$ cat src/rtl/calc_pkg.sv
// -----------------------------------------------------------------------------
// calc_pkg
// Shared constants, state/command types and a small priority helper for the
// accum_sequencer block and its dabble_seq converter.
//   ACC_W       accumulator width (8)
//   OP_W        operand width (4)
//   CONV_CYCLES binary-to-BCD iterations, one per input bit (8)
//   BCD_W       hundreds(2) + tens(4) + ones(4) scratch width
// -----------------------------------------------------------------------------
package calc_pkg;

  localparam int ACC_W       = 8;
  localparam int OP_W        = 4;
  localparam int CONV_CYCLES = 8;
  localparam int BCD_W       = 10;

  typedef enum logic [1:0] {
    IDLE,
    EXEC,
    CONV
  } seq_state_t;

  typedef enum logic [1:0] {
    NONE,
    ADD,
    SUB,
    CLR
  } cmd_t;

  // Same-cycle presses resolve as clr > sub > add.
  function automatic cmd_t pick_cmd(input logic clr, input logic sub, input logic add);
    cmd_t c;
    c = NONE;
    if (clr) begin
      c = CLR;
    end else if (sub) begin
      c = SUB;
    end else if (add) begin
      c = ADD;
    end
    return c;
  endfunction

endpackage

$ cat src/rtl/accum_sequencer_if.sv
// -----------------------------------------------------------------------------
// accum_sequencer_if
// Board-side bundle between the KEY/SW inputs, the accumulator and the
// display decoders.
//   key_add/key_sub/key_clr  active-low pushbuttons (master -> slave)
//   operand[3:0]             unsigned operand (master -> slave)
//   acc[7:0], ovf            accumulator and sticky saturation flag
//   ones/tens/hundreds       BCD digits of acc
//   busy, bcd_valid          sequencing status
//   dbg_state                current sequencer state, for observation only
//
// Protocol: a command is a key press (falling level). A press is accepted
// only while busy is low; presses seen while busy is high are dropped, never
// queued. bcd_valid high means the three digits equal the decimal value of
// acc; it drops for the whole execute/convert window of every command.
// -----------------------------------------------------------------------------
interface accum_sequencer_if;
  import calc_pkg::*;

  logic             key_add;
  logic             key_sub;
  logic             key_clr;
  logic [OP_W-1:0]  operand;
  logic [ACC_W-1:0] acc;
  logic             ovf;
  logic [3:0]       ones;
  logic [3:0]       tens;
  logic [1:0]       hundreds;
  logic             busy;
  logic             bcd_valid;
  seq_state_t       dbg_state;

  modport master (
    output key_add, key_sub, key_clr, operand,
    input  acc, ovf, ones, tens, hundreds, busy, bcd_valid, dbg_state
  );

  modport slave (
    input  key_add, key_sub, key_clr, operand,
    output acc, ovf, ones, tens, hundreds, busy, bcd_valid, dbg_state
  );

endinterface

$ cat src/rtl/dabble_seq.sv
// -----------------------------------------------------------------------------
// dabble_seq
// Sequential shift-add-3 (double dabble) binary-to-BCD converter, one input
// bit per cycle, MSB first, CONV_CYCLES iterations after start.
//   CLOCK_50  in   clock
//   rst       in   asynchronous active-high reset
//   start     in   1-cycle pulse; bin is captured on this edge
//   bin[7:0]  in   value to convert
//   done      out  1-cycle pulse during the last iteration
//   ones/tens/hundreds out  digit registers, loaded only when done is high
// -----------------------------------------------------------------------------
module dabble_seq
  import calc_pkg::*;
(
  input  logic             CLOCK_50,
  input  logic             rst,
  input  logic             start,
  input  logic [ACC_W-1:0] bin,
  output logic             done,
  output logic [3:0]       ones,
  output logic [3:0]       tens,
  output logic [1:0]       hundreds
);

  logic             running_q, running_d;
  logic [2:0]       cnt_q, cnt_d;
  logic [ACC_W-1:0] sh_q, sh_d;
  logic [BCD_W-1:0] bcd_q, bcd_d;
  logic [BCD_W-1:0] bcd_adj;
  logic [BCD_W-1:0] bcd_step;
  logic [3:0]       ones_q, tens_q;
  logic [1:0]       hundreds_q;

  always_comb begin
    // Add-3 on every digit >= 5 before the shift. The hundreds digit is at
    // most 1 before the final shift for 8-bit inputs, so it never needs it.
    bcd_adj = bcd_q;
    if (bcd_q[3:0] >= 4'd5) begin
      bcd_adj[3:0] = bcd_q[3:0] + 4'd3;
    end
    if (bcd_q[7:4] >= 4'd5) begin
      bcd_adj[7:4] = bcd_q[7:4] + 4'd3;
    end
    bcd_step = {bcd_adj[BCD_W-2:0], sh_q[ACC_W-1]};

    done      = running_q && (cnt_q == 3'(CONV_CYCLES - 1));
    running_d = running_q;
    cnt_d     = cnt_q;
    sh_d      = sh_q;
    bcd_d     = bcd_q;

    if (start) begin
      running_d = 1'b1;
      cnt_d     = 3'd0;
      sh_d      = bin;
      bcd_d     = '0;
    end else if (running_q) begin
      sh_d  = {sh_q[ACC_W-2:0], 1'b0};
      bcd_d = bcd_step;
      cnt_d = cnt_q + 3'd1;
      if (done) begin
        running_d = 1'b0;
      end
    end
  end

  always_ff @(posedge CLOCK_50 or posedge rst) begin
    if (rst) begin
      running_q  <= 1'b0;
      cnt_q      <= 3'd0;
      sh_q       <= '0;
      bcd_q      <= '0;
      ones_q     <= 4'd0;
      tens_q     <= 4'd0;
      hundreds_q <= 2'd0;
    end else begin
      running_q <= running_d;
      cnt_q     <= cnt_d;
      sh_q      <= sh_d;
      bcd_q     <= bcd_d;
      // The final iteration's result goes straight into the digit registers.
      if (done) begin
        hundreds_q <= bcd_step[9:8];
        tens_q     <= bcd_step[7:4];
        ones_q     <= bcd_step[3:0];
      end
    end
  end

  assign ones     = ones_q;
  assign tens     = tens_q;
  assign hundreds = hundreds_q;

endmodule

$ cat src/rtl/accum_sequencer.sv
// -----------------------------------------------------------------------------
// accum_sequencer
// Turns pushbutton presses into single add / subtract / clear commands on an
// 8-bit saturating accumulator, then runs a sequential binary-to-BCD
// conversion so the display digits always show a settled decimal value.
//   DEB_CYCLES  stable-level cycles before a key change is believed
//               (only meaningful with DEBOUNCE_EN)
//   CLOCK_50    in  the only clock
//   rst         in  asynchronous active-high reset
//   bus         slave side of accum_sequencer_if (keys, operand, acc, ovf,
//               digits, busy, bcd_valid, dbg_state)
// Build option: define DEBOUNCE_EN to insert a per-key debouncer between the
// synchronizer and the falling-edge detector.
// -----------------------------------------------------------------------------
module accum_sequencer
  import calc_pkg::*;
#(
  parameter int DEB_CYCLES = 500000
) (
  input  logic            CLOCK_50,
  input  logic            rst,
  accum_sequencer_if.slave bus
);

  // ---------------------------------------------------------------------------
  // Key front end, bit order {clr, sub, add}
  // ---------------------------------------------------------------------------
  logic [2:0] keys_raw;
  logic [2:0] sync1_q, sync2_q;
  logic [2:0] level;
  logic [2:0] prev_q;
  logic [2:0] press;

  assign keys_raw = {bus.key_clr, bus.key_sub, bus.key_add};

  always_ff @(posedge CLOCK_50 or posedge rst) begin
    if (rst) begin
      sync1_q <= 3'b000;
      sync2_q <= 3'b000;
      prev_q  <= 3'b000;
    end else begin
      sync1_q <= keys_raw;
      sync2_q <= sync1_q;
      prev_q  <= level;
    end
  end

`ifdef DEBOUNCE_EN
  localparam int DEB_W = (DEB_CYCLES < 1) ? 1 : $clog2(DEB_CYCLES + 1);

  logic [DEB_W-1:0] deb_cnt_q [3];
  logic [DEB_W-1:0] deb_cnt_d [3];
  logic [2:0]       deb_lvl_q, deb_lvl_d;

  // The filtered level follows the synchronized key only once the two have
  // disagreed long enough; any agreement (a bounce back) restarts the count.
  always_comb begin
    deb_lvl_d = deb_lvl_q;
    for (int k = 0; k < 3; k++) begin
      deb_cnt_d[k] = '0;
      if (sync2_q[k] != deb_lvl_q[k]) begin
        if (deb_cnt_q[k] == DEB_W'(DEB_CYCLES)) begin
          deb_lvl_d[k] = sync2_q[k];
        end else begin
          deb_cnt_d[k] = deb_cnt_q[k] + DEB_W'(1);
        end
      end
    end
  end

  always_ff @(posedge CLOCK_50 or posedge rst) begin
    if (rst) begin
      deb_lvl_q <= 3'b000;
      for (int k = 0; k < 3; k++) begin
        deb_cnt_q[k] <= '0;
      end
    end else begin
      deb_lvl_q <= deb_lvl_d;
      for (int k = 0; k < 3; k++) begin
        deb_cnt_q[k] <= deb_cnt_d[k];
      end
    end
  end

  assign level = deb_lvl_q;
`else
  logic unused_deb_cfg;
  assign unused_deb_cfg = (DEB_CYCLES != 0);
  assign level          = sync2_q;
`endif

  // Reset clears the edge history to 0 (pressed), so an idle key coming out
  // of reset rises and never looks like a press.
  assign press = prev_q & ~level;

  // ---------------------------------------------------------------------------
  // Sequencer
  // ---------------------------------------------------------------------------
  seq_state_t       state_q, state_d;
  cmd_t             cmd_q, cmd_d;
  cmd_t             new_cmd;
  logic [OP_W-1:0]  op_q, op_d;
  logic [ACC_W-1:0] acc_q, acc_d;
  logic             ovf_q, ovf_d;
  logic             conv_start;
  logic             conv_done;
  logic [ACC_W:0]   sum9;
  logic [ACC_W:0]   diff9;

  assign new_cmd = pick_cmd(press[2], press[1], press[0]);

  // Bit ACC_W of sum9 is the carry (> 255); of diff9 it is the borrow (< 0).
  assign sum9  = {1'b0, acc_q} + {{(ACC_W + 1 - OP_W){1'b0}}, op_q};
  assign diff9 = {1'b0, acc_q} - {{(ACC_W + 1 - OP_W){1'b0}}, op_q};

  always_comb begin
    state_d    = state_q;
    cmd_d      = cmd_q;
    op_d       = op_q;
    acc_d      = acc_q;
    ovf_d      = ovf_q;
    conv_start = 1'b0;

    unique case (state_q)
      IDLE: begin
        if (new_cmd != NONE) begin
          cmd_d   = new_cmd;
          op_d    = bus.operand;
          state_d = EXEC;
        end
      end

      EXEC: begin
        conv_start = 1'b1;
        state_d    = CONV;
        unique case (cmd_q)
          ADD: begin
            if (sum9[ACC_W]) begin
              acc_d = '1;
              ovf_d = 1'b1;
            end else begin
              acc_d = sum9[ACC_W-1:0];
            end
          end
          SUB: begin
            if (diff9[ACC_W]) begin
              acc_d = '0;
              ovf_d = 1'b1;
            end else begin
              acc_d = diff9[ACC_W-1:0];
            end
          end
          CLR: begin
            acc_d = '0;
            ovf_d = 1'b0;
          end
          default: begin
          end
        endcase
      end

      CONV: begin
        if (conv_done) begin
          state_d = IDLE;
        end
      end

      default: begin
        state_d = IDLE;
      end
    endcase
  end

  always_ff @(posedge CLOCK_50 or posedge rst) begin
    if (rst) begin
      state_q <= IDLE;
      cmd_q   <= NONE;
      op_q    <= '0;
      acc_q   <= '0;
      ovf_q   <= 1'b0;
    end else begin
      state_q <= state_d;
      cmd_q   <= cmd_d;
      op_q    <= op_d;
      acc_q   <= acc_d;
      ovf_q   <= ovf_d;
    end
  end

  // The converter captures acc_d so it starts on the value being written
  // in the same EXEC edge.
  dabble_seq u_dabble (
    .CLOCK_50 (CLOCK_50),
    .rst      (rst),
    .start    (conv_start),
    .bin      (acc_d),
    .done     (conv_done),
    .ones     (bus.ones),
    .tens     (bus.tens),
    .hundreds (bus.hundreds)
  );

  assign bus.acc       = acc_q;
  assign bus.ovf       = ovf_q;
  assign bus.busy      = (state_q != IDLE);
  assign bus.bcd_valid = (state_q == IDLE);
  assign bus.dbg_state = state_q;

endmodule

$ cat src/flat_wrapper.sv
// flat-port wrapper written by rule: the top's interface ports become plain ports
module accum_sequencer_flat import calc_pkg::*;
#(
  parameter int DEB_CYCLES = 500000
)
  (CLOCK_50, rst, bus_key_add, bus_key_sub, bus_key_clr, bus_operand, bus_acc, bus_ovf, bus_ones, bus_tens, bus_hundreds, bus_busy, bus_bcd_valid, bus_dbg_state);
  accum_sequencer_if bus_i ();
  input  logic CLOCK_50;
  input  logic rst;
  input wire logic [$bits(bus_i.key_add)-1:0] bus_key_add;
  input wire logic [$bits(bus_i.key_sub)-1:0] bus_key_sub;
  input wire logic [$bits(bus_i.key_clr)-1:0] bus_key_clr;
  input wire logic [$bits(bus_i.operand)-1:0] bus_operand;
  output wire logic [$bits(bus_i.acc)-1:0] bus_acc;
  output wire logic [$bits(bus_i.ovf)-1:0] bus_ovf;
  output wire logic [$bits(bus_i.ones)-1:0] bus_ones;
  output wire logic [$bits(bus_i.tens)-1:0] bus_tens;
  output wire logic [$bits(bus_i.hundreds)-1:0] bus_hundreds;
  output wire logic [$bits(bus_i.busy)-1:0] bus_busy;
  output wire logic [$bits(bus_i.bcd_valid)-1:0] bus_bcd_valid;
  output wire logic [$bits(bus_i.dbg_state)-1:0] bus_dbg_state;
  assign bus_i.key_add = bus_key_add;
  assign bus_i.key_sub = bus_key_sub;
  assign bus_i.key_clr = bus_key_clr;
  assign bus_i.operand = bus_operand;
  assign bus_acc = bus_i.acc;
  assign bus_ovf = bus_i.ovf;
  assign bus_ones = bus_i.ones;
  assign bus_tens = bus_i.tens;
  assign bus_hundreds = bus_i.hundreds;
  assign bus_busy = bus_i.busy;
  assign bus_bcd_valid = bus_i.bcd_valid;
  assign bus_dbg_state = bus_i.dbg_state;
  accum_sequencer #(.DEB_CYCLES(DEB_CYCLES)) u_core (.CLOCK_50(CLOCK_50), .rst(rst), .bus(bus_i));
endmodule
$ cat config.mk
export PLATFORM = sky130hd
export DESIGN_NAME = accum_sequencer_flat
export DESIGN_NICKNAME = d
export VERILOG_FILES = /design/src/rtl/calc_pkg.sv /design/src/rtl/accum_sequencer_if.sv /design/src/rtl/dabble_seq.sv /design/src/rtl/accum_sequencer.sv /design/src/flat_wrapper.sv
export SDC_FILE = /design/constraint.sdc
export NUM_CORES = 1
export LEC_CHECK = 0
export CAP_MARGIN = 20
export CORE_MARGIN = 2
export CORE_UTILIZATION = 42
export DETAILED_ROUTE_END_ITERATION = 8
export PLACE_DENSITY_LB_ADDON = 0.15
export SLEW_MARGIN = 25
export SYNTH_ARGS = -nofsm -noshare
export SYNTH_HDL_FRONTEND = slang
export SYNTH_HIERARCHICAL = 1
export SYNTH_SLANG_ARGS = --single-unit
$ cat constraint.sdc
create_clock -name CLOCK_50 -period 3.6 [get_ports CLOCK_50]
set_input_delay 0.9 -clock CLOCK_50 [delete_from_list [all_inputs] [get_ports CLOCK_50]]
set_output_delay 0.9 -clock CLOCK_50 [all_outputs]
set_load 0.02 [all_outputs]
# Yosys cells after proc, flatten, opt, wreduce, memory -nomap -nowiden
# Index checks and enable logic that the tools add are counted.
[word_totals] ff_bits=57 output_inout_bits=23 in_bits=9 wordCells=68
[op_classes] n_mux=25 reduce_logical=9 eq_ne=10 order_cmp=2 addsub=5 bitwise=2
[ops] op="$mux W8" count=5
[ops] op="$pmux W8 S3" count=1
[ops] op="$mux W9" count=2
[ops] op="$add A8 B4 Y9" count=1
[ops] op="$sub A8 B4 Y9" count=1
[ops] op="$add A4 B2 Y4 const B" count=2
[ops] op="$ge A4 B3 Y1 const B" count=2
[ops] op="$mux W2" count=4
[ops] op="$mux W4" count=2
[ops] op="$ne A2 B1 Y1 const B" count=4
[ops] op="$mux W1" count=7
[ops] op="$eq A2 B2 Y1 const B" count=3
[ops] op="$mux W3" count=2
[ops] op="$pmux W2 S3" count=1
[ops] op="$reduce_bool A2 Y1" count=3
[ops] op="$eq A2 B1 Y1 const B" count=2
[ops] op="$reduce_and A2 Y1" count=2
[ops] op="$reduce_and A4 Y1" count=1
[ops] op="$add A3 B1 Y3 const B" count=1
[ops] op="$and A3 B3 Y3" count=1
[ops] op="$eq A3 B3 Y1 const B" count=1
[ops] op="$not A3 Y3" count=1
[ops] op="$pmux W1 S3" count=1
[ops] op="$reduce_bool A3 Y1" count=1
[ops] op="2 further kinds" count=2

# Logic depth before layout (Yosys ltp)
# Gate-level depths: netlist of the first run.
[logic_depth] ltp_word=8 depth_mapped=11 ltp_nobuf=11

# Hierarchy
# The synthesis of the first run kept the hierarchy.
[by_module_without_submodules] module="accum_sequencer" seq_area_each_um2=650.6 cells_per_inst=168 area_each_um2=1599.0 instances=1
[by_module_without_submodules] module="dabble_seq" seq_area_each_um2=775.7 cells_per_inst=148 area_each_um2=1516.5 instances=1

# Worst setup path before layout of the first run
# Ideal clock, no wire load.
[synth_timing] path_type="register -> output" start="register u_core.state_q[0], in the netlist u_core/bus.dbg_state[0]" end="output bus_bcd_valid" t_arrival_ps=1212 path_buffers=1 path_slack_ps=1488 t_required_ps=2700 stages_incl_launch_ff=4 cell_sequence="dfrtp_1 or2_2 clkbuf_1 inv_1"
[synth_between] elab_chain_cells=1
[synth_rtl] item="start: declaration" line_no="accum_sequencer.sv:99" source="seq_state_t state_q, state_d;"
[synth_rtl] item="start signal: assignment" line_no="accum_sequencer.sv:182" source="state_q <= state_d;"
[synth_rtl] item="$logic_not A2 Y1" line_no="accum_sequencer.sv:206" source="assign bus.bcd_valid = (state_q == IDLE);"
[synth_rtl] item="end: declaration" line_no="flat_wrapper.sv:20" source="output wire logic [$bits(bus_i.bcd_valid)-1:0] bus_bcd_valid;"
# Every way passes these cells.

# Worst setup path in the final report of the first run
[layout_timing] start="register u_core.state_q[1], in the netlist u_core/bus.dbg_state[1]" end="output bus_bcd_valid"
# The elaborated chain is that of the path after synthesis.

==> run_results.csv, run 1 <==
group,metric,value,unit
clocking,h-tree-depth,3,
logic_synthesis,yosys-top-cells-count,"dfrtp_1 (57), nand2_1 (34), nor2_1 (20)",
sta,finalSetupTns,0,ps
logic_synthesis,syn-num-nets,342,
power,leakage,1.62,nW
power,peakVddDrop,0.000461,V
setup_path,criticalPathCategory,"reg -> out",
status,outcome,"finished, final reports clean",
clocking,cts.path.max_buffers,2,
logic_synthesis,avgSynthCellArea,9.86,um2
floorplanning,die_w,90.1,um
logic_synthesis,async_flop_share,1.00,
sta,drv_slew,0,
power,p_clk_frac,0.180,
logic_synthesis,postSynthCellCount,316,
sta,layout_min_cycle_time,2690,ps
setup_path,cp_data_arrival_time,1790,ps
run,drv_cap,0,
logic_synthesis,yosys_warnings,6,
final_layout,diodes,0,
clocking,holdBufCountCts,0,
sta,rsz0062_at_grt,"no",
logic_synthesis,yosys-top-cells-area,"dfrtp_1 (46%), ha_1 (6.0%), nand2_1 (4.1%), mux2i_1 (3.9%), o21ai_1 (2.7%)",
route,vias,2395,
logic_synthesis,synth_edf_count,0,
power,p_sw,0.00163,W
global_route,first_global_vias,2289,
setup_path,cp.required,2700,ps
final_layout,fin_area,0.00371,mm2
power,power_frac_seq,0.305,
setup_path,cp-start-kind,"flop",
clocking,cts_sinks,57,
global_route,grt_max_degree,35,
sta,worst_pin_slew,634,ps
logic_synthesis,yosys.area.top_type_share,0.458,
floorplanning,rows,31,
sta,finalCritPeriodShare,0.748,
final_layout,synthToLayoutAreaGrowth,19.0,%
sta,hold_viol_final,0,
floorplanning,io_pins,32,
clocking,post_cts_buffers,0,
route,finalWirelength,6540,um
final_layout,nets,372,
power,switching_share,0.433,
clocking,tritoncts,"built",
route,dr.pass1.iters,4,
clocking,cts_inserted_buffers,9,
route,wl_per_cell,14.5,um
route,drt_iter0_drc,94,
floorplanning,fp.coreArea,0.00721,mm2
hold_path,hold_class,"reg -> reg",
logic_synthesis,seq_area_frac_synth,0.458,
route,viasPerCell,5.32,
floorplanning,start_util,0.432,
logic_synthesis,yosys.area.top_type,"dfrtp_1",
logic_synthesis,synth_most_common_cell,"dfrtp_1",
sta,timing.fmax,372,MHz
clocking,clk_pin_slew_worst_paths,70,ps
final_layout,layout-drive-gt1-share,0.0940,
sta,fin_skew,11.8,ps
logic_synthesis,ys_ff_latch,57,
logic_synthesis,mappedNetlistArea,0.00312,mm2
floorplanning,dieArea,0.00812,mm2
clocking,clk_latency,340,ps
global_route,grt_usage,0.174,
power,p_int,0.00213,W
hold_path,min_path_cells,0,
placement,dpl-instance-area,0.00349,mm2
power,pwr-share-comb,0.516,
clocking,cts_root_buf,"clkbuf_8",
setup_path,ff2ff_path_depth,7,
placement,place_congestion,0.883,
placement,dpl.hpwl,4450,um
global_route,grt_pass1_wl,11200,um
setup_path,crit_path_end_kind,"output port",
clocking,cts_resized,0,
logic_synthesis,synthFlopType,"dfrtp_1",
setup_path,crit_fanout,6,
floorplanning,die_height,90.1,um
logic_synthesis,synth.distinct_cells,56,
global_route,antenna_found_initial,0,
route,drc_errors,0,
sta,setup_violations,0,
route,final_antenna_net_count,0,
power,powerDensity,1010,mW/mm2
sta,relSlewSlack,0.576,
placement,io_buffers,31,
global_route,overflow,0,
==> sequential cells by signal, indices dropped and copies added (netlist names), 4 cells and up <==
name and flops:
u_core/u_dabble/tens 4, u_core/u_dabble/bcd_q 9, u_core/bus.acc 8, u_core/u_dabble/sh_q 8, u_core/op_q 4, u_core/u_dabble/ones 4
==> final timing paths <==
kind | end | start | slack (ps)
max | bus_bcd_valid | u_core/bus.dbg_state[1] | 910
min | u_core/level[0] | u_core/sync1_q[0] | 340
max reg2reg | u_core/u_dabble/sh_q[0] | u_core/bus.acc[3] | 1350
min reg2reg | u_core/level[0] | u_core/sync1_q[0] | 340
max in group asynchronous | u_core/u_dabble/sh_q[1] | rst | 2330
min in group asynchronous | u_core/bus.dbg_state[1] | rst | 950
==> cell families after synthesis <==
kind of cell / share of synthesized area
xor+xnor: 0.0112
compound gates: 0.188
simple gates: 0.163
mux: 0.0542
buf+inv: 0.0522
flops: 0.458
fa+ha+maj: 0.0731
==> through the flow <==
step | power [W] | utilization | hold WS (ps) | setup slack, ps | std cells
final | 0.00376 | 0.514 | 343 | 909 | 450
after global routing | 0.00407 | 0.514 | 355 | 820 | 450
after CTS | 0.00378 | 0.514 | 350 | 883 | 450
after detailed placement | 0.00309 | 0.483 | 335 | 1260 | 434
after global placement | 0.00306 | 0.483 | 333 | 1280 | 434
after floorplan | 0.00258 | - | 331 | 1490 | 316
==> critical path, cell delays in order, from the launching register on <==
cell and delay [ps]:
dfrtp_1 410, or2_2 350, inv_1 90, clkdlybuf4s50_1 600
==> power by group through the flow <==
stage	logic (W)	registers, W	clock network (W)
floorplan	0.00139	0.00119	0
global placement	0.00192	0.00115	0
detailed placement	0.00194	0.00115	0
CTS	0.00194	0.00115	0.000692
global route	0.00216	0.00119	0.000724
finish	0.00194	0.00114	0.000675
==> area by class of cell <==
class | instances | area [um2]
Sequential cell | 57 | 1430
Multi-Input combinational cell | 225 | 1530
Timing Repair Buffer | 35 | 340
Tap cell | 99 | 124
Clock inverter | 5 | 78.8
Clock buffer | 11 | 141
Inverter | 18 | 67.6
Fill cell | 698 | 3510
==> cell usage in the layout, fill, tap and decap left out, drive strengths merged, types with 7 or more instances in the layout <==
master	instances
dfrtp	57
nand2	34
clkdlybuf4s50	31
o21ai	31
nor2	20
a21oi	19
inv	18
ha	15
mux2i	12
clkbuf	11
nand3	9
nand2b	9
a31oi	8
nor2b	7
==> routing by layer <==
metal | vias up | GRT usage | wire length (um)
li1 | 1179 | - | -
met1 | 1156 | 0.226 | 3120
met2 | 53 | 0.276 | 3090
met3 | 7 | 0.0528 | 277
met4 | 0 | 0.0641 | 56
met5 | - | 0 | 0
Note: power is estimated with default switching activity, not from simulation.
==> run 2: changes to the inputs <==
clock period = 2.35 ns   (was 3.6 ns; I/O delays follow)
==> run 2 against run 1 <==
Net effect: global-route usage is 0.78 points lower; non-clock buffer count is 6 higher; first-iteration DRC count is 19% higher; sequential cell count stayed put; worst setup slack worse by 810 ps; sequential power is 53% higher; die area stayed put; critical path type unchanged; largest cell class unchanged.
==> run_results.csv, run 2 (synthesis gave the netlist of run 1 again) <==
group,metric,value,unit
run,drv_cap,0,
sta,timing.hold.ws,351,ps
placement,dpl.hpwl,4560,um
floorplanning,die_height,90.1,um
route,vias,2422,
power,switching_share,0.436,
clocking,clk_latency,330,ps
global_route,grt_max_degree,38,
setup_path,crit_path_end_kind,"output port",
final_layout,layout-drive-gt1-share,0.123,
sta,timing.fmax,443,MHz
clocking,cts_root_buf,"clkbuf_8",
placement,pre_cts_slack,156,ps
power,p_total,0.00588,W
clocking,clk_pin_slew_worst_paths,70,ps
sta,setup_violations,0,
global_route,antenna_found_initial,0,
route,wl_per_cell,14.6,um
route,viasPerCell,5.31,
setup_path,ff2ff_path_depth,7,
final_layout,regMostFlops,"u_core/u_dabble/bcd_q",
route,wl_met3,219,um
sta,fin_ws,94.8,ps
global_route,first_global_vias,2296,
route,top_layer,"met4",
power,powerDensity,1550,mW/mm2
floorplanning,io_pins,32,
route,finalWirelength,6640,um
global_route,grt_pass1_wl,11000,um
floorplanning,rows,31,
power,leakage,1.65,nW
hold_path,hold_class,"reg -> reg",
sta,relSlewSlack,0.606,
clocking,post_cts_buffers,0,
power,p_sw,0.00256,W
power,peakVddDrop,0.000593,V
clocking,holdBufCountCts,0,
floorplanning,start_util,0.432,
final_layout,most-common-layout-cells,"dfrtp_1 (57), nand2_1 (33), clkdlybuf4s50_1 (30)",
setup_path,criticalPathCategory,"reg -> out",
floorplanning,dieArea,0.00812,mm2
final_layout,fillers,690,
global_route,overflow,0,
sta,fin_skew,6.46,ps
route,final_antenna_net_count,0,
clocking,cts_sinks,57,
clocking,cts.path.max_buffers,2,
final_layout,largest_reg_flops,9,
power,power_frac_seq,0.297,
floorplanning,die_w,90.1,um
route,dr.pass1.iters,4,
route,drc_errors,0,
power,p_int,0.00331,W
clocking,cts_inserted_buffers,9,
floorplanning,fp.coreArea,0.00721,mm2
sta,drv_slew,0,
route,drt_iter0_drc,112,
setup_path,rrSetupSlack,150,ps
sta,layout_min_cycle_time,2260,ps
power,pwr-share-comb,0.529,
sta,worst_pin_slew,587,ps
final_layout,mostFrequentLayoutCell,"dfrtp_1",
sta,finalCritPeriodShare,0.960,
clocking,h-tree-depth,3,
placement,io_buffers,31,
sta,rsz0062_at_grt,"yes",
setup_path,crit_start,"u_core/bus.dbg_state[0]",
route,wl_met2,3170,um
clocking,tritoncts,"built",
final_layout,diodes,0,
final_layout,nets,378,
status,outcome,"finished, final reports clean",
setup_path,crit-reg2reg-launch,"u_core/bus.acc[2]",
setup_path,cp-start-kind,"flop",
placement,place_congestion,0.875,
global_route,grt_usage,0.167,
setup_path,worstReg2RegEnd,"u_core/u_dabble/sh_q[0]",
route,wl_met1,3170,um
setup_path,endpoint,"bus_busy",
setup_path,cp.required,1760,ps
sta,hold_viol_final,0,
final_layout,synthToLayoutAreaGrowth,21.3,%
setup_path,cp_data_arrival_time,1670,ps
setup_path,crit_fanout,6,
power,p_clk_frac,0.174,
==> run 2: power by group through the flow <==
stage	combinational, W	sequential, W	clock, W
final	0.00311	0.00174	0.00102
after global routing	0.00343	0.00181	0.00109
after CTS	0.00304	0.00175	0.00105
after detailed placement	0.00304	0.00177	0
after global placement	0.00304	0.00175	0
after floorplan	0.00213	0.00182	0
==> run 2: worst min path at each step <==
stage,end,start,cells after the start,slack [ps]
floorplan,u_core/level[0],u_core/sync1_q[0],0,330
global placement,u_core/level[0],u_core/sync1_q[0],0,330
detailed placement,u_core/level[0],u_core/sync1_q[0],0,340
CTS,u_core/level[0],u_core/sync1_q[0],0,350
global route,u_core/level[0],u_core/sync1_q[0],0,360
finish,u_core/level[0],u_core/sync1_q[0],0,350
==> run 2: repair_timing <==
action,in CTS,in global routing
cloned,0,0
gates resized for setup,1,5
endpoints found under the hold margin,0,0
endpoints found under the setup margin,1,5
==> run 2: layer usage <==
layer  vias up  global-route usage
met5         -                   0
met3         8              0.0402
met2        46               0.267
met4         0              0.0462
met1      1178               0.227
li1       1190                   -
==> run 2: area by class of cell <==
cell class	instances	area, um2	share of cell area
Multi-Input combinational cell	225	1560	0.412
Sequential cell	57	1430	0.377
Timing Repair Buffer	41	384	0.102
Clock buffer	9	124	0.0328
Tap cell	99	124	0.0328
Clock inverter	7	95.1	0.0252
Inverter	18	67.6	0.0179
==> run 2: worst max-delay path, stage by stage (launching register included) <==
cell and delay (ps):
dfrtp_1 410, or2_2 380, clkdlybuf4s50_1 560
==> run 2: per-stage QoR <==
step / TNS, ps / area [um2] / utilization / instances
2_1_floorplan: 0 / 3120 / - / 316
3_3_place_gp: 0 / 3530 / 0.490 / 440
3_5_place_dp: 0 / 3530 / 0.490 / 440
4_1_cts: 0 / 3750 / 0.520 / 456
5_1_grt: -5.73 / 3780 / 0.524 / 456
6_report: 0 / 3780 / 0.524 / 456
==> run 3: changes to the inputs <==
ABC_AREA = 1   (was not set)
CORE_UTILIZATION = 35   (was 42)
PLACE_DENSITY = 0.67   (was not set)
PLACE_DENSITY_LB_ADDON = not set   (was 0.15)
==> run 3 against run 2 <==
Net effect: sequential power barely moved; worst setup slack improved by 22 ps; via count increased by 2.6%; sequential cell count stayed put; critical endpoint is now bus_bcd_valid.
==> run_results.csv, run 3 <==
group,metric,value,unit
status,outcome,"finished, final reports clean",
logic_synthesis,yosys_warnings,6,
logic_synthesis,synth_edf_count,0,
logic_synthesis,yosys-top-cells-count,"nand2_1 (107), dfrtp_1 (57), inv_1 (45)",
logic_synthesis,synth.distinct_cells,35,
power,p_total,0.00562,W
sta,worst_pin_slew,402,ps
sta,hold_viol_final,0,
route,vias,2484,
global_route,grt_max_degree,32,
power,peakVddDrop,0.000520,V
sta,drv_slew,0,
clocking,h-tree-depth,3,
sta,fin_skew,10.0,ps
run,drv_cap,0,
global_route,first_global_vias,2442,
power,powerDensity,1550,mW/mm2
final_layout,nets,430,
hold_path,hold_class,"reg -> reg",
logic_synthesis,ys_ff_latch,57,
sta,finalSetupTns,0,ps
route,drc_errors,0,
setup_path,ff2ff_path_depth,12,
final_layout,largest_reg_flops,9,
sta,fin_ws,117,ps
logic_synthesis,yosys.area.top_type_share,0.472,
clocking,post_cts_buffers,0,
logic_synthesis,avgSynthCellArea,8.31,um2
final_layout,most-common-layout-cells,"nand2_1 (106), dfrtp_1 (57), inv_1 (45)",
setup_path,crit_fanout,5,
floorplanning,die_height,97.0,um
clocking,holdBufCountCts,0,
floorplanning,die_w,97.0,um
route,final_antenna_net_count,0,
route,finalWirelength,6480,um
route,drt_iter0_drc,124,
placement,place_congestion,0.880,
setup_path,cp-start-kind,"flop",
logic_synthesis,yosys-top-cells-area,"dfrtp_1 (47%), nand2_1 (13%), ha_1 (6.2%), nand3_1 (6.0%), inv_1 (5.6%)",
final_layout,layout-drive-gt1-share,0.103,
final_layout,synthToLayoutAreaGrowth,20.2,%
global_route,grt_usage,0.146,
clocking,cts.path.max_buffers,2,
logic_synthesis,synthFlopType,"dfrtp_1",
placement,dpl.hpwl,4620,um
logic_synthesis,mappedNetlistArea,0.00302,mm2
power,leakage,1.77,nW
final_layout,diodes,0,
hold_path,min-delay-start,"u_core/sync1_q[2]",
clocking,cts_inserted_buffers,9,
route,dr.pass1.iters,4,
logic_synthesis,seq_area_frac_synth,0.472,
setup_path,criticalPathCategory,"reg -> out",
final_layout,regMostFlops,"u_core/u_dabble/bcd_q",
setup_path,worstReg2RegEnd,"u_core/u_dabble/sh_q[3]",
global_route,grt_pass1_wl,11300,um
logic_synthesis,syn-num-nets,390,
logic_synthesis,postSynthCellCount,364,
placement,pre_cts_slack,178,ps
sta,layout_min_cycle_time,2230,ps
sta,relSlewSlack,0.731,
global_route,antenna_found_initial,0,
clocking,cts_sinks,57,
clocking,clk_pin_slew_worst_paths,60,ps
clocking,clk_latency,330,ps
hold_path,min_path_cells,0,
logic_synthesis,synth_most_common_cell,"nand2_1",
sta,timing.fmax,448,MHz
setup_path,cp_data_arrival_time,1650,ps
sta,finalCritPeriodShare,0.950,
floorplanning,fp.coreArea,0.00830,mm2
setup_path,crit_path_end_kind,"output port",
clocking,tritoncts,"built",
setup_path,rrSetupSlack,190,ps
final_layout,mostFrequentLayoutCell,"nand2_1",
floorplanning,dieArea,0.00940,mm2
logic_synthesis,yosys.area.top_type,"dfrtp_1",
floorplanning,start_util,0.364,
global_route,overflow,0,
floorplanning,io_pins,32,
route,wl_per_cell,12.6,um
hold_path,holdPathEnd,"u_core/level[2]",
route,viasPerCell,4.83,
floorplanning,rows,33,
placement,io_buffers,31,
setup_path,crit_start,"u_core/bus.dbg_state[0]",
setup_path,crit-reg2reg-launch,"u_core/op_q[0]",
logic_synthesis,async_flop_share,1.00,
setup_path,cp.required,1760,ps
sta,rsz0062_at_grt,"no",
clocking,cts_resized,0,
clocking,cts_root_buf,"clkbuf_8",
sta,setup_violations,0,
## run 3: cell types whose count changed after synthesis, moves of 8 or more
cell      previous run  this run
o21ai_1             17         1
nand2_1             34       107
nand2b_1             8         0
inv_1               18        45
o21ai_0             14        23
mux2i_1             12         0
nand3_1              9        36
## run 3: worst max-delay path, cell delays in order (launching register included)
cell and delay, ps:
dfrtp_1 400, nor2_1 250, clkdlybuf4s50_1 660
## run 3: cell type report
cell class                      instances  area, um2
Sequential cell                        57       1430
Fill cell                             806       4660
Multi-Input combinational cell        249       1360
Clock buffer                           12        155
Inverter                               53        204
Clock inverter                          4       27.5
Tap cell                              105        131
Timing Repair Buffer                   34        333
## run 3: worst max-delay path by stage
stage | end | slack (ps) | cells after the start
6_report | bus_bcd_valid | 120 | 2
5_1_grt | u_core/u_dabble/sh_q[3] | 10 | 12
4_1_cts | bus_bcd_valid | 90 | 2
3_5_place_dp | u_core/u_dabble/sh_q[7] | 180 | 14
3_3_place_gp | u_core/u_dabble/sh_q[3] | 250 | 12
2_1_floorplan | u_core/u_dabble/sh_q[3] | 290 | 14
## run 3: layer usage
metal  track usage  part of all wire  wire (um)
met3        0.0253             0.043        278
met4        0.0585             0.015         96
met5             0                 0          0
met1         0.206              0.50       3220
met2         0.224              0.45       2880
## run 3: power breakdown
| group | internal [W] | switching (W) | total (W) | leakage, nW |
|---|---|---|---|---|
| sequential | 0.00138 | 0.000342 | 0.00172 | 0.701 |
| clock | 0.000438 | 0.000389 | 0.000827 | 0.0846 |
| combinational | 0.00116 | 0.00191 | 0.00307 | 0.983 |
## run 3: per-stage QoR
stage | hold slack [ps] | utilization | instance area (um2) | cells
floorplan | 331 | - | 3020 | 364
global placement | 334 | 0.415 | 3440 | 498
detailed placement | 335 | 0.415 | 3440 | 498
CTS | 350 | 0.437 | 3630 | 514
global route | 351 | 0.438 | 3630 | 514
finish | 348 | 0.438 | 3630 | 514
## run 3: cells by family after synthesis
family	after synthesis	synth area share
buf+inv	58	0.0819
mux	1	0.00372
fa+ha+maj	17	0.0753
flops	57	0.472
compound gates	53	0.110
simple gates	178	0.257
